==> config.mk <==
export PLATFORM = sky130hd
export DESIGN_NAME = shifter_arbiter
export DESIGN_NICKNAME = d
export VERILOG_FILES = /design/src/rtl/shifter_arbiter_pkg.sv /design/src/rtl/shifter_arbiter_barrelshifter32.sv /design/src/rtl/shifter_arbiter.sv
export SDC_FILE = /design/constraint.sdc
export NUM_CORES = 1
export LEC_CHECK = 0
export ABC_AREA = 1
export CORE_MARGIN = 8
export CORE_UTILIZATION = 51
export CTS_BUF_LIST = sky130_fd_sc_hd__clkbuf_8
export DETAILED_ROUTE_END_ITERATION = 10
export GPL_ROUTABILITY_DRIVEN = 0
export PLACE_DENSITY = 0.87
export SLEW_MARGIN = 0
export SYNTH_ARGS = -nofsm -noshare
export SYNTH_HDL_FRONTEND = slang
export SYNTH_SLANG_ARGS = --single-unit
==> constraint.sdc <==
create_clock -name clk -period 8.8 [get_ports clk]
set_clock_uncertainty 0.05 [all_clocks]
set_input_delay 1.32 -clock clk [delete_from_list [all_inputs] [get_ports clk]]
set_output_delay 1.32 -clock clk [all_outputs]
set_load 0.01 [all_outputs]
==> src/rtl/shifter_arbiter_pkg.sv <==
// Shared constants and helpers for the shifter arbiter.
// Op encodings, datapath widths and a bit-reverse helper.
package shifter_arbiter_pkg;

    localparam int DATA_W  = 32;
    localparam int SHIFT_W = 5;

    localparam logic [1:0] ALUC_SRA = 2'b00;
    localparam logic [1:0] ALUC_SLA = 2'b01;
    localparam logic [1:0] ALUC_SRL = 2'b10;
    localparam logic [1:0] ALUC_SLL = 2'b11;

    // Left shifts reuse the right-shift network on a reversed word.
    function automatic logic [DATA_W-1:0] rev_bits(
        input logic [DATA_W-1:0] v
    );
        logic [DATA_W-1:0] r;
        r = '0;
        for (int i = 0; i < DATA_W; i++) begin
            r[i] = v[DATA_W-1-i];
        end
        return r;
    endfunction

endpackage

==> src/rtl/shifter_arbiter_barrelshifter32.sv <==
// 32-bit combinational barrel shifter.
// Log-depth right shifter; left shifts wrap it in bit reversal.
module barrelshifter32
    import shifter_arbiter_pkg::*;
(
    input  logic [DATA_W-1:0]  a,
    input  logic [SHIFT_W-1:0] b,
    input  logic [1:0]         aluc,
    output logic [DATA_W-1:0]  c
);

    logic              left;
    logic              fill;
    logic [DATA_W-1:0] s0;
    logic [DATA_W-1:0] s1;
    logic [DATA_W-1:0] s2;
    logic [DATA_W-1:0] s3;
    logic [DATA_W-1:0] s4;
    logic [DATA_W-1:0] s5;

    assign left = (aluc == ALUC_SLA) || (aluc == ALUC_SLL);
    // Only SRA replicates the sign bit; all other ops shift in zeros.
    assign fill = (aluc == ALUC_SRA) && a[DATA_W-1];

    assign s0 = left ? rev_bits(a) : a;
    assign s1 = b[0] ? {fill, s0[31:1]} : s0;
    assign s2 = b[1] ? {{2{fill}}, s1[31:2]} : s1;
    assign s3 = b[2] ? {{4{fill}}, s2[31:4]} : s2;
    assign s4 = b[3] ? {{8{fill}}, s3[31:8]} : s3;
    assign s5 = b[4] ? {{16{fill}}, s4[31:16]} : s4;

    assign c = left ? rev_bits(s5) : s5;

endmodule

==> src/rtl/shifter_arbiter.sv <==
// Round-robin arbiter sharing one barrel shifter among requesters.
// The winner's operands feed the shifter; the result is registered.
module shifter_arbiter
    import shifter_arbiter_pkg::*;
#(
    parameter int NUM_REQ = 4,
    parameter int ID_W    = 2,
    parameter int CNT_W   = 16
) (
    input  logic                       clk,
    input  logic                       rst,
    input  logic [NUM_REQ-1:0]         req_valid,
    output logic [NUM_REQ-1:0]         req_ready,
    input  logic [NUM_REQ*DATA_W-1:0]  req_a,
    input  logic [NUM_REQ*SHIFT_W-1:0] req_b,
    input  logic [NUM_REQ*2-1:0]       req_aluc,
    output logic                       resp_valid,
    input  logic                       resp_ready,
    output logic [DATA_W-1:0]          resp_c,
    output logic [ID_W-1:0]            resp_id,
    output logic [CNT_W-1:0]           op_count
);

    logic [ID_W-1:0]    rr_ptr;
    logic [ID_W-1:0]    win;
    logic               found;
    logic               can_accept;
    logic               grant;
    logic [DATA_W-1:0]  a_sel;
    logic [SHIFT_W-1:0] b_sel;
    logic [1:0]         aluc_sel;
    logic [DATA_W-1:0]  shift_c;
    logic [ID_W-1:0]    next_ptr;

    // The output slot may refill in the same cycle it drains.
    assign can_accept = !resp_valid || resp_ready;
    assign grant      = found && can_accept && !rst;

    // Scan from rr_ptr with explicit wrap so non-power-of-two counts work.
    always_comb begin
        int              idx;
        logic [ID_W-1:0] idx_w;
        found = 1'b0;
        win   = '0;
        idx   = 0;
        idx_w = '0;
        for (int k = 0; k < NUM_REQ; k++) begin
            idx = int'(rr_ptr) + k;
            if (idx >= NUM_REQ) begin
                idx = idx - NUM_REQ;
            end
            idx_w = ID_W'(idx);
            if (!found && req_valid[idx_w]) begin
                found = 1'b1;
                win   = idx_w;
            end
        end
    end

    // Route the winner's operands to the shared shifter.
    always_comb begin
        a_sel    = '0;
        b_sel    = '0;
        aluc_sel = '0;
        for (int k = 0; k < NUM_REQ; k++) begin
            if (win == ID_W'(k)) begin
                a_sel    = req_a[k*DATA_W +: DATA_W];
                b_sel    = req_b[k*SHIFT_W +: SHIFT_W];
                aluc_sel = req_aluc[k*2 +: 2];
            end
        end
    end

    // Grant is one-hot on the winner, or all zero when stalled/idle.
    always_comb begin
        req_ready = '0;
        for (int k = 0; k < NUM_REQ; k++) begin
            req_ready[k] = grant && (win == ID_W'(k));
        end
    end

    assign next_ptr = (win == ID_W'(NUM_REQ - 1)) ? '0 : win + ID_W'(1);

    barrelshifter32 u_shift (
        .a    (a_sel),
        .b    (b_sel),
        .aluc (aluc_sel),
        .c    (shift_c)
    );

    // Output stage, round-robin pointer and completion counter.
    always_ff @(posedge clk) begin
        if (rst) begin
            resp_valid <= 1'b0;
            resp_c     <= '0;
            resp_id    <= '0;
            rr_ptr     <= '0;
            op_count   <= '0;
        end else begin
            if (grant) begin
                resp_valid <= 1'b1;
                resp_c     <= shift_c;
                resp_id    <= win;
                rr_ptr     <= next_ptr;
            end else if (resp_ready) begin
                resp_valid <= 1'b0;
            end
            if (resp_valid && resp_ready) begin
                op_count <= op_count + CNT_W'(1);
            end
        end
    end

endmodule

==> results of run 1 <==
-- synth_stat cells --
library cell,n
nand3_1,328
nand2_2,1
dfxtp_1,53
buf_1,2
a21oi_1,88
buf_2,51
o211ai_1,2
nor2_1,101
buf_6,4
a22o_1,2
inv_1,35
o21a_1,6
nor4_1,1
nor3b_1,1
nand4_1,5
buf_4,17
xor2_1,1
inv_2,4
nand3_2,1
o21ai_2,2
a21boi_0,1
nor2_4,1
clkbuf_1,12
mux2i_1,3
ha_1,5
o21ai_1,4
a21oi_2,1
inv_4,1
nand4_2,1
a31oi_1,2
nand2_1,415
clkinv_1,1
o21ai_0,13
nor3_1,5
-- area by class of cell --
type | count | area, um2
Tap cell | 147 | 184
Inverter | 41 | 156
Multi-Input combinational cell | 990 | 4450
Clock inverter | 2 | 16.3
Sequential cell | 53 | 1060
Fill cell | 1069 | 3670
Timing Repair Buffer | 226 | 2240
Clock buffer | 6 | 82.6
-- per-stage QoR --
stage,cells,hold slack (ns),setup WS [ns],area (um2)
after global routing,1465,0.439,1.89,8190
final,1465,0.419,2.43,8190
after floorplan,1170,0.437,4.38,6140
after CTS,1465,0.421,2.50,8190
after detailed placement,1457,0.405,2.18,8090
after global placement,1457,0.402,2.24,8090
-- worst max-delay path, stage by stage --
cell and delay, ns:
clkdlybuf4s50_1 0.41, o21ai_0 0.24, inv_1 0.07, a21oi_1 0.14
inv_1 0.07, nor2_1 0.12, nand2_1 0.08, nor2_1 0.09
inv_1 0.05, o211ai_1 0.07, nand2_1 0.12, inv_1 0.10
ha_1 0.14, buf_4 0.38, inv_2 0.40, nor2_1 0.18
nor2_1 0.10, a21oi_4 0.17, buf_4 0.52, nand4_2 0.31
clkinv_1 0.17, nand2_1 0.57, a21boi_0 0.35, nand2_1 0.10
nand3_1 0.10, a21oi_1 0.16
-- worst paths after layout --
check | endpoint | cells past startpoint | slack [ns] | start
worst max-delay path | resp_c[0] | 26 | 2.43 | req_valid[1]
worst min-delay path | resp_c[11] | 2 | 0.42 | resp_c[11]
worst min register to register | resp_c[11] | 2 | 0.42 | resp_c[11]
worst max register to register | resp_c[0] | 25 | 3.27 | rr_ptr[0]
-- cell families after synthesis --
kind of cell	after synthesis
buf+inv	127
fa+ha+maj	5
compound gates	121
simple gates	860
xor+xnor	1
flops	53
mux	3
-- per-layer routing --
metal	routed length (um)	part of all wire, %
met2	11600	49
met4	734	3.1
met5	0	0
met3	1770	7.4
met1	9610	41
-- registers in the layout, summed over array words and instances, names as in the netlist --
signal and cells:
op_count 16, resp_c 32, resp_id 2, resp_valid 1
rr_ptr 2
==> metrics.cfg, run 1 <==
[status]
status=finished, final reports clean

[route]
drc=0
ant_nets=0
vias=8351
via_per_inst=5.70
wl_mm=23.7
drtIter0Drc=925
avgRoutedWirePerCell_um=16.2
firstDrtPassIters=8

[floorplan]
num_io_pins=218
fp.dieH_um=126
row_count=40
die-area_um2=15800
start_util_pct=51.7
die_w_um=126
core_um2=11900

[layout]
final_common_cell=nand2_1
final_cell_mix=415 x nand2_1, 328 x nand3_1, 217 x clkdlybuf4s50_1
diodes=0
layout-drive-gt1-share_pct=2.35
area_delta_synth_final_pct=33.5
num-nets-final=1485
fin_util_pct=69.1

[logic_synthesis]
yosysTopAreaCell=nand3_1
synth.yosys.seq_area_share_pct=17.3
synth-simple-area-share_pct=60.1
syn_nets=1338
synth-seq-cells=53
yosys.area_share.adder_pct=1.02
yosysWarnings=0
synth_top_family_by_area=simple AND/OR/NAND/NOR gates
syn_area_per_cell_um2=5.25
synthMuxAreaShare_pct=0.489
synth_cells=1170
synth_top_area_share_pct=26.7
synth-compound-area-share_pct=10.6
synth_area_leaders=nand3_1 27%, nand2_1 25%, dfxtp_1 17%
synth-xor-area-share_pct=0.143
synth_area_um2=6140
synth.distinct_cells=34

[global_routing]
grt_pass1_vias=7393
use_met2_pct=51.1
gr-usage-met1_pct=33.8
grt_pass1_wl_mm=37.7
gr-total-overflow=0
grt.busiest_layer=met2
grtUsageTotal_pct=28.7
grtUsageMet3_pct=4.85
grt_max_degree=66
antenna_found_initial=0

[setup_path]
cp.required_ns=9.00
critPathArrivalTime_ns=6.57
crit_path_end_kind=register
critical_path.max_fanout=65
crit_type=in -> reg
startpoint_type=input pin

[timing]
max-slew-margin-rel_pct=12.5
fin_setup_tns_ns=0
maxSlewViolCount=0
worst_pin_slew_ns=1.31
hold_viol_final=0
fmax_mhz=157
finalCritPeriodShare_pct=72.4
finalSetupViolations=0
grt_setup_unrepaired=false
fin_crit_ns=6.37

[cts]
ctsHoldBuffers=0
cts.sinks=53
cts_setup_buffers=0
cts_tree=built
clock_path_buffers=2
cts.repair.resized=0
h-tree-depth=2
cts_made_buffers=5
clk_pin_slew_ns=0.10
clockRootBuffer=clkbuf_8
clkLatencyLatePin_ns=0.31

[placement]
io_buffers=217
place_hpwl_mm=18.6

[flow_run]
maxCapViolations=0

[worst_hold_path]
hp-class=reg -> reg

Power of run 1 is not shown: default switching activity piles up to over one toggle a cycle in this logic, so the estimate is an artifact.
==> run 2, diff against run 1 <==
- CORE_UTILIZATION: 51 -> 43
- PLACE_DENSITY: 0.87 -> 0.78
- clock period: 8.8 -> 5.4 ns (I/O delays scaled with it)
==> metrics.cfg, run 2 (synthesis gave the netlist of run 1 again) <==
[status]
status=finished, final reports clean  ; unchanged

[cts]
cts_tree=built  ; unchanged
ctsHoldBuffers=0  ; unchanged
h-tree-depth=2  ; unchanged
clkLatencyLatePin_ns=0.31  ; about the same
cts.sinks=53  ; unchanged
clock_path_buffers=2  ; unchanged
cts_made_buffers=5  ; unchanged
clockRootBuffer=clkbuf_8  ; unchanged
clk_pin_slew_ns=0.09  ; was 0.10 ns

[placement]
place_hpwl_mm=19.2  ; was 18.6 mm
io_buffers=217  ; unchanged
dp.cells=1499  ; was 1,457
place_ws_ns=0.239  ; was 2.18 ns

[timing]
fin_setup_tns_ns=0  ; unchanged
setup_slack_ns=0.526  ; was 2.43 ns
hold_viol_final=0  ; unchanged
fin_hold_ws_ns=0.419  ; about the same
fin_crit_ns=4.87
maxSlewViolCount=0  ; unchanged
fmax_mhz=205
max-slew-margin-rel_pct=36.3  ; was 12.5%
finalSetupViolations=0  ; unchanged
worst_pin_slew_ns=0.955  ; was 1.31 ns
finalCritPeriodShare_pct=90.3
grt_setup_unrepaired=false  ; unchanged

[setup_path]
r2r_setup_slack_ns=0.80  ; was 3.27 ns
crit_path_end_kind=register  ; unchanged
critical_path.max_fanout=31  ; was 65
timing.rr.start=rr_ptr[0]  ; unchanged
startpoint_type=input pin  ; unchanged
cp.required_ns=5.60  ; was 9.00 ns
crit_type=in -> reg  ; unchanged
r2r_cells=24  ; was 25
rr_endpoint=resp_c[27]  ; was resp_c[0]
critPathArrivalTime_ns=5.07  ; was 6.57 ns

[layout]
num-nets-final=1494  ; was 1,485
layout-drive-gt1-share_pct=3.09  ; was 2.35%
top_regs=resp_c x32, op_count x16  ; unchanged
area_delta_synth_final_pct=35.5  ; was 33.5%
n_fill_cell=1421  ; was 1,069
final_common_cell=nand2_1  ; unchanged
fin_cells=1508  ; was 1,465
largest_reg_flops=32  ; unchanged
final_cell_mix=415 x nand2_1, 328 x nand3_1, 217 x clkdlybuf4s50_1  ; unchanged
top_register=resp_c  ; unchanged

[route]
drc=0  ; unchanged
ant_nets=0  ; unchanged
avgRoutedWirePerCell_um=16.2  ; about the same
drtIter0Drc=924  ; was 925
via_per_inst=5.55  ; was 5.70
wl_mm=24.4  ; was 23.7 mm
firstDrtPassIters=5  ; was 8
vias=8375  ; was 8,351

[worst_hold_path]
hp-start=resp_c[11]  ; unchanged
hp-class=reg -> reg  ; unchanged
min_to=resp_c[11]  ; unchanged
hold_depth=2  ; unchanged

[global_routing]
grt_pass1_vias=7496  ; was 7,393
grt_pass1_wl_mm=38.9  ; was 37.7 mm
grtUsageTotal_pct=25.9  ; was 28.7%
gr-total-overflow=0  ; unchanged
antenna_found_initial=1  ; was 0
grt_max_degree=56  ; was 66

[flow_run]
maxCapViolations=0  ; unchanged

[floorplan]
num_io_pins=218  ; unchanged
die-area_um2=18400  ; was 15,800 um2
row_count=43  ; was 40
die_w_um=135  ; was 126 um
fp.dieH_um=135  ; was 126 um
core_um2=13900  ; was 11,900 um2
start_util_pct=44.0  ; was 51.7%

==> run 2: cell types whose count changed in the layout (fill, tap and decap cells not counted), sizes merged <==
cell      previous run  this run
inv                 41        38
clkinv               1         2
buf                  9        18
diode                0         1
clkbuf               6         5
clkinvlp             1         4
==> run 2: stage by stage <==
| stage | utilization (%) | area [um2] |
|---|---|---|
| finish | 59.7 | 8310 |
| global route | 59.7 | 8310 |
| CTS | 59.5 | 8290 |
| detailed placement | 58.9 | 8200 |
| global placement | 58.9 | 8200 |
| floorplan | - | 6140 |
==> run 2: critical path: stages <==
cell,delay (ns)
clkdlybuf4s50_1,0.41
o21ai_0,0.23
inv_1,0.06
a21oi_1,0.17
inv_1,0.07
nor2_1,0.13
nand2_1,0.09
nor2_1,0.11
inv_1,0.07
o211ai_1,0.08
nand2_1,0.13
ha_1,0.46
inv_2,0.18
nor2_4,0.07
a22o_1,0.19
nand2_1,0.05
nand2_1,0.08
o21a_1,0.12
inv_1,0.69
nand3_1,0.26
nand2_1,0.15
nand2_1,0.08
nand3_1,0.11
nand3_1,0.10
a21oi_1,0.16
==> run 2: layer usage <==
layer / vias to the layer above / track usage [%] / routed length [um]
met5: - / 0 / 0
met4: 0 / 8.14 / 743
met3: 54 / 5.19 / 1780
met2: 347 / 44.4 / 11800
met1: 3776 / 31.9 / 10100
li1: 4198 / - / -
==> run 2: how the worst max path moves through the flow <==
stage / start / endpoint / slack [ns] / cells past startpoint
6_report: req_valid[1] / resp_c[27] / 0.53 / 25
5_1_grt: req_valid[1] / resp_c[18] / 0.04 / 28
4_1_cts: req_valid[0] / resp_c[18] / 0.57 / 31
3_5_place_dp: req_valid[0] / resp_c[6] / 0.24 / 30
3_3_place_gp: req_valid[1] / resp_c[17] / 0.35 / 28
2_1_floorplan: req_valid[1] / resp_c[2] / 1.79 / 30
==> run 2: layout make-up <==
cell class	instances	area, um2	area share (%)
Antenna cell	1	2.50	0.0301
Clock buffer	5	68.8	0.828
Clock inverter	3	22.5	0.271
Inverter	41	161	1.94
Multi-Input combinational cell	990	4470	53.7
Sequential cell	53	1060	12.8
Tap cell	180	225	2.71
Timing Repair Buffer	235	2310	27.8
==> run 2: what timing repair did <==
item | in CTS | in global routing
setup buffers | 0 | 0
resized for setup | 0 | 4
endpoints found under the hold margin | 0 | 0
endpoints found under the setup margin | 0 | 29
Power of run 2 is left out for the same reason.
==> run 3, diff against run 2 <==
- MAX_ROUTING_LAYER: unset -> met4
==> metrics.cfg, run 3 (synthesis gave the netlist of run 1 again) <==
[status]
status=finished, final reports clean  ; unchanged

[global_routing]
grt_pass1_wl_mm=38.8  ; was 38.9 mm
grtUsageTotal_pct=26.7  ; was 25.9%
antenna_found_initial=1  ; unchanged
gr-total-overflow=0  ; unchanged
grt_pass1_vias=7522  ; was 7,496
grt_max_degree=56  ; unchanged

[layout]
num-nets-final=1494  ; unchanged
area_delta_synth_final_pct=35.5  ; unchanged
top_register=resp_c  ; unchanged
final_cell_mix=415 x nand2_1, 328 x nand3_1, 217 x clkdlybuf4s50_1  ; unchanged
top_regs=resp_c x32, op_count x16  ; unchanged
largest_reg_flops=32  ; unchanged
n_fill_cell=1421  ; unchanged
final_area_um2=8310  ; unchanged
fin_cells=1508  ; unchanged
final_common_cell=nand2_1  ; unchanged
layout-drive-gt1-share_pct=3.09  ; unchanged

[route]
via_per_inst=5.56  ; was 5.55
avgRoutedWirePerCell_um=16.3  ; was 16.2 um
drtIter0Drc=824  ; was 924
drc=0  ; unchanged
firstDrtPassIters=6  ; was 5
wl_mm=24.5  ; was 24.4 mm
vias=8385  ; was 8,375
ant_nets=0  ; unchanged

[floorplan]
row_count=43  ; unchanged
core_um2=13900  ; unchanged
fp.dieH_um=135  ; unchanged
num_io_pins=218  ; unchanged
start_util_pct=44.0  ; unchanged
die_w_um=135  ; unchanged
die-area_um2=18400  ; unchanged

[cts]
clk_pin_slew_ns=0.10  ; was 0.09 ns
cts_tree=built  ; unchanged
cts_setup_buffers=0  ; unchanged
h-tree-depth=2  ; unchanged
ctsHoldBuffers=0  ; unchanged
clock_path_buffers=2  ; unchanged
cts.sinks=53  ; unchanged
cts_made_buffers=5  ; unchanged
clkLatencyLatePin_ns=0.31  ; about the same
clockRootBuffer=clkbuf_8  ; unchanged

[timing]
hold_viol_final=0  ; unchanged
fin_setup_tns_ns=0  ; unchanged
finalCritPeriodShare_pct=90.3  ; about the same
worst_pin_slew_ns=0.967  ; was 0.955 ns
maxSlewViolCount=0  ; unchanged
fmax_mhz=205  ; about the same
fin_crit_ns=4.88  ; was 4.87 ns
grt_setup_unrepaired=false  ; unchanged
setup_slack_ns=0.523  ; was 0.526 ns
finalSetupViolations=0  ; unchanged
max-slew-margin-rel_pct=35.5  ; was 36.3%

[placement]
dp.cells=1499  ; unchanged
place_hpwl_mm=19.2  ; unchanged
io_buffers=217  ; unchanged
postPlaceCellArea_um2=8200  ; unchanged
place_ws_ns=0.239  ; unchanged

[setup_path]
critPathArrivalTime_ns=5.07  ; about the same
crit_type=in -> reg  ; unchanged
startpoint_type=input pin  ; unchanged
crit_path_end_kind=register  ; unchanged
critical_path.max_fanout=31  ; unchanged
cp.required_ns=5.60  ; about the same

[flow_run]
maxCapViolations=0  ; unchanged

[worst_hold_path]
hp-class=reg -> reg  ; unchanged

-- run 3: cell counts in the layout (fill, tap and decap cells not counted) --
No cell type changed its count.
-- run 3: worst max-delay path, stage by stage --
cell	delay (ns)
clkdlybuf4s50_1	0.42
inv_1	0.06
nand2_1	0.04
o21ai_0	0.11
inv_1	0.06
a21oi_1	0.16
inv_1	0.07
nor2_1	0.13
nand2_1	0.09
nor2_1	0.11
inv_1	0.07
o211ai_1	0.08
nand2_1	0.13
ha_1	0.47
inv_2	0.18
nor2_4	0.07
a22o_1	0.19
nand2_1	0.05
nand2_1	0.08
o21a_1	0.12
inv_1	0.70
nand3_1	0.26
nand2_1	0.15
nand2_1	0.08
nand3_1	0.11
nand3_1	0.09
a21oi_1	0.16
-- run 3: what timing repair did --
item,CTS,global route
setup endpoints to repair,0,29
hold endpoints to repair,0,0
gates resized for setup,0,4
-- run 3: path summary, 6_finish.rpt --
check / to / slack [ns] / cells past startpoint / start
min: resp_c[28] / 0.42 / 2 / resp_c[28]
max: resp_c[27] / 0.52 / 27 / req_valid[0]
max reg2reg: resp_c[27] / 0.79 / 24 / rr_ptr[0]
min reg2reg: resp_c[28] / 0.42 / 2 / resp_c[28]
-- run 3: metrics by stage --
step | utilization [%] | hold slack [ns]
3_5_place_dp | 58.9 | 0.409
5_1_grt | 59.7 | 0.438
6_report | 59.7 | 0.420
4_1_cts | 59.5 | 0.422
3_3_place_gp | 58.9 | 0.403
2_1_floorplan | - | 0.437
-- run 3: cell type report --
class,count,area [um2],share of cell area (%)
repair buffers,235,2310,27.8
multi-input cells,990,4470,53.7
clock buffers,5,68.8,0.828
flip-flops and latches,53,1060,12.8
diodes,1,2.50,0.0301
clock inverters,3,22.5,0.271
inverters,41,161,1.94
well taps,180,225,2.71
-- run 3: layer usage --
layer | GRT usage (%) | up-vias | part of all wire [%]
met5 | - | - | 0
met4 | 8.27 | 0 | 3.1
met3 | 5.19 | 62 | 7.0
met2 | 44.3 | 344 | 48
met1 | 32.0 | 3782 | 42
li1 | - | 4197 | -
Power of run 3 is left out for the same reason.
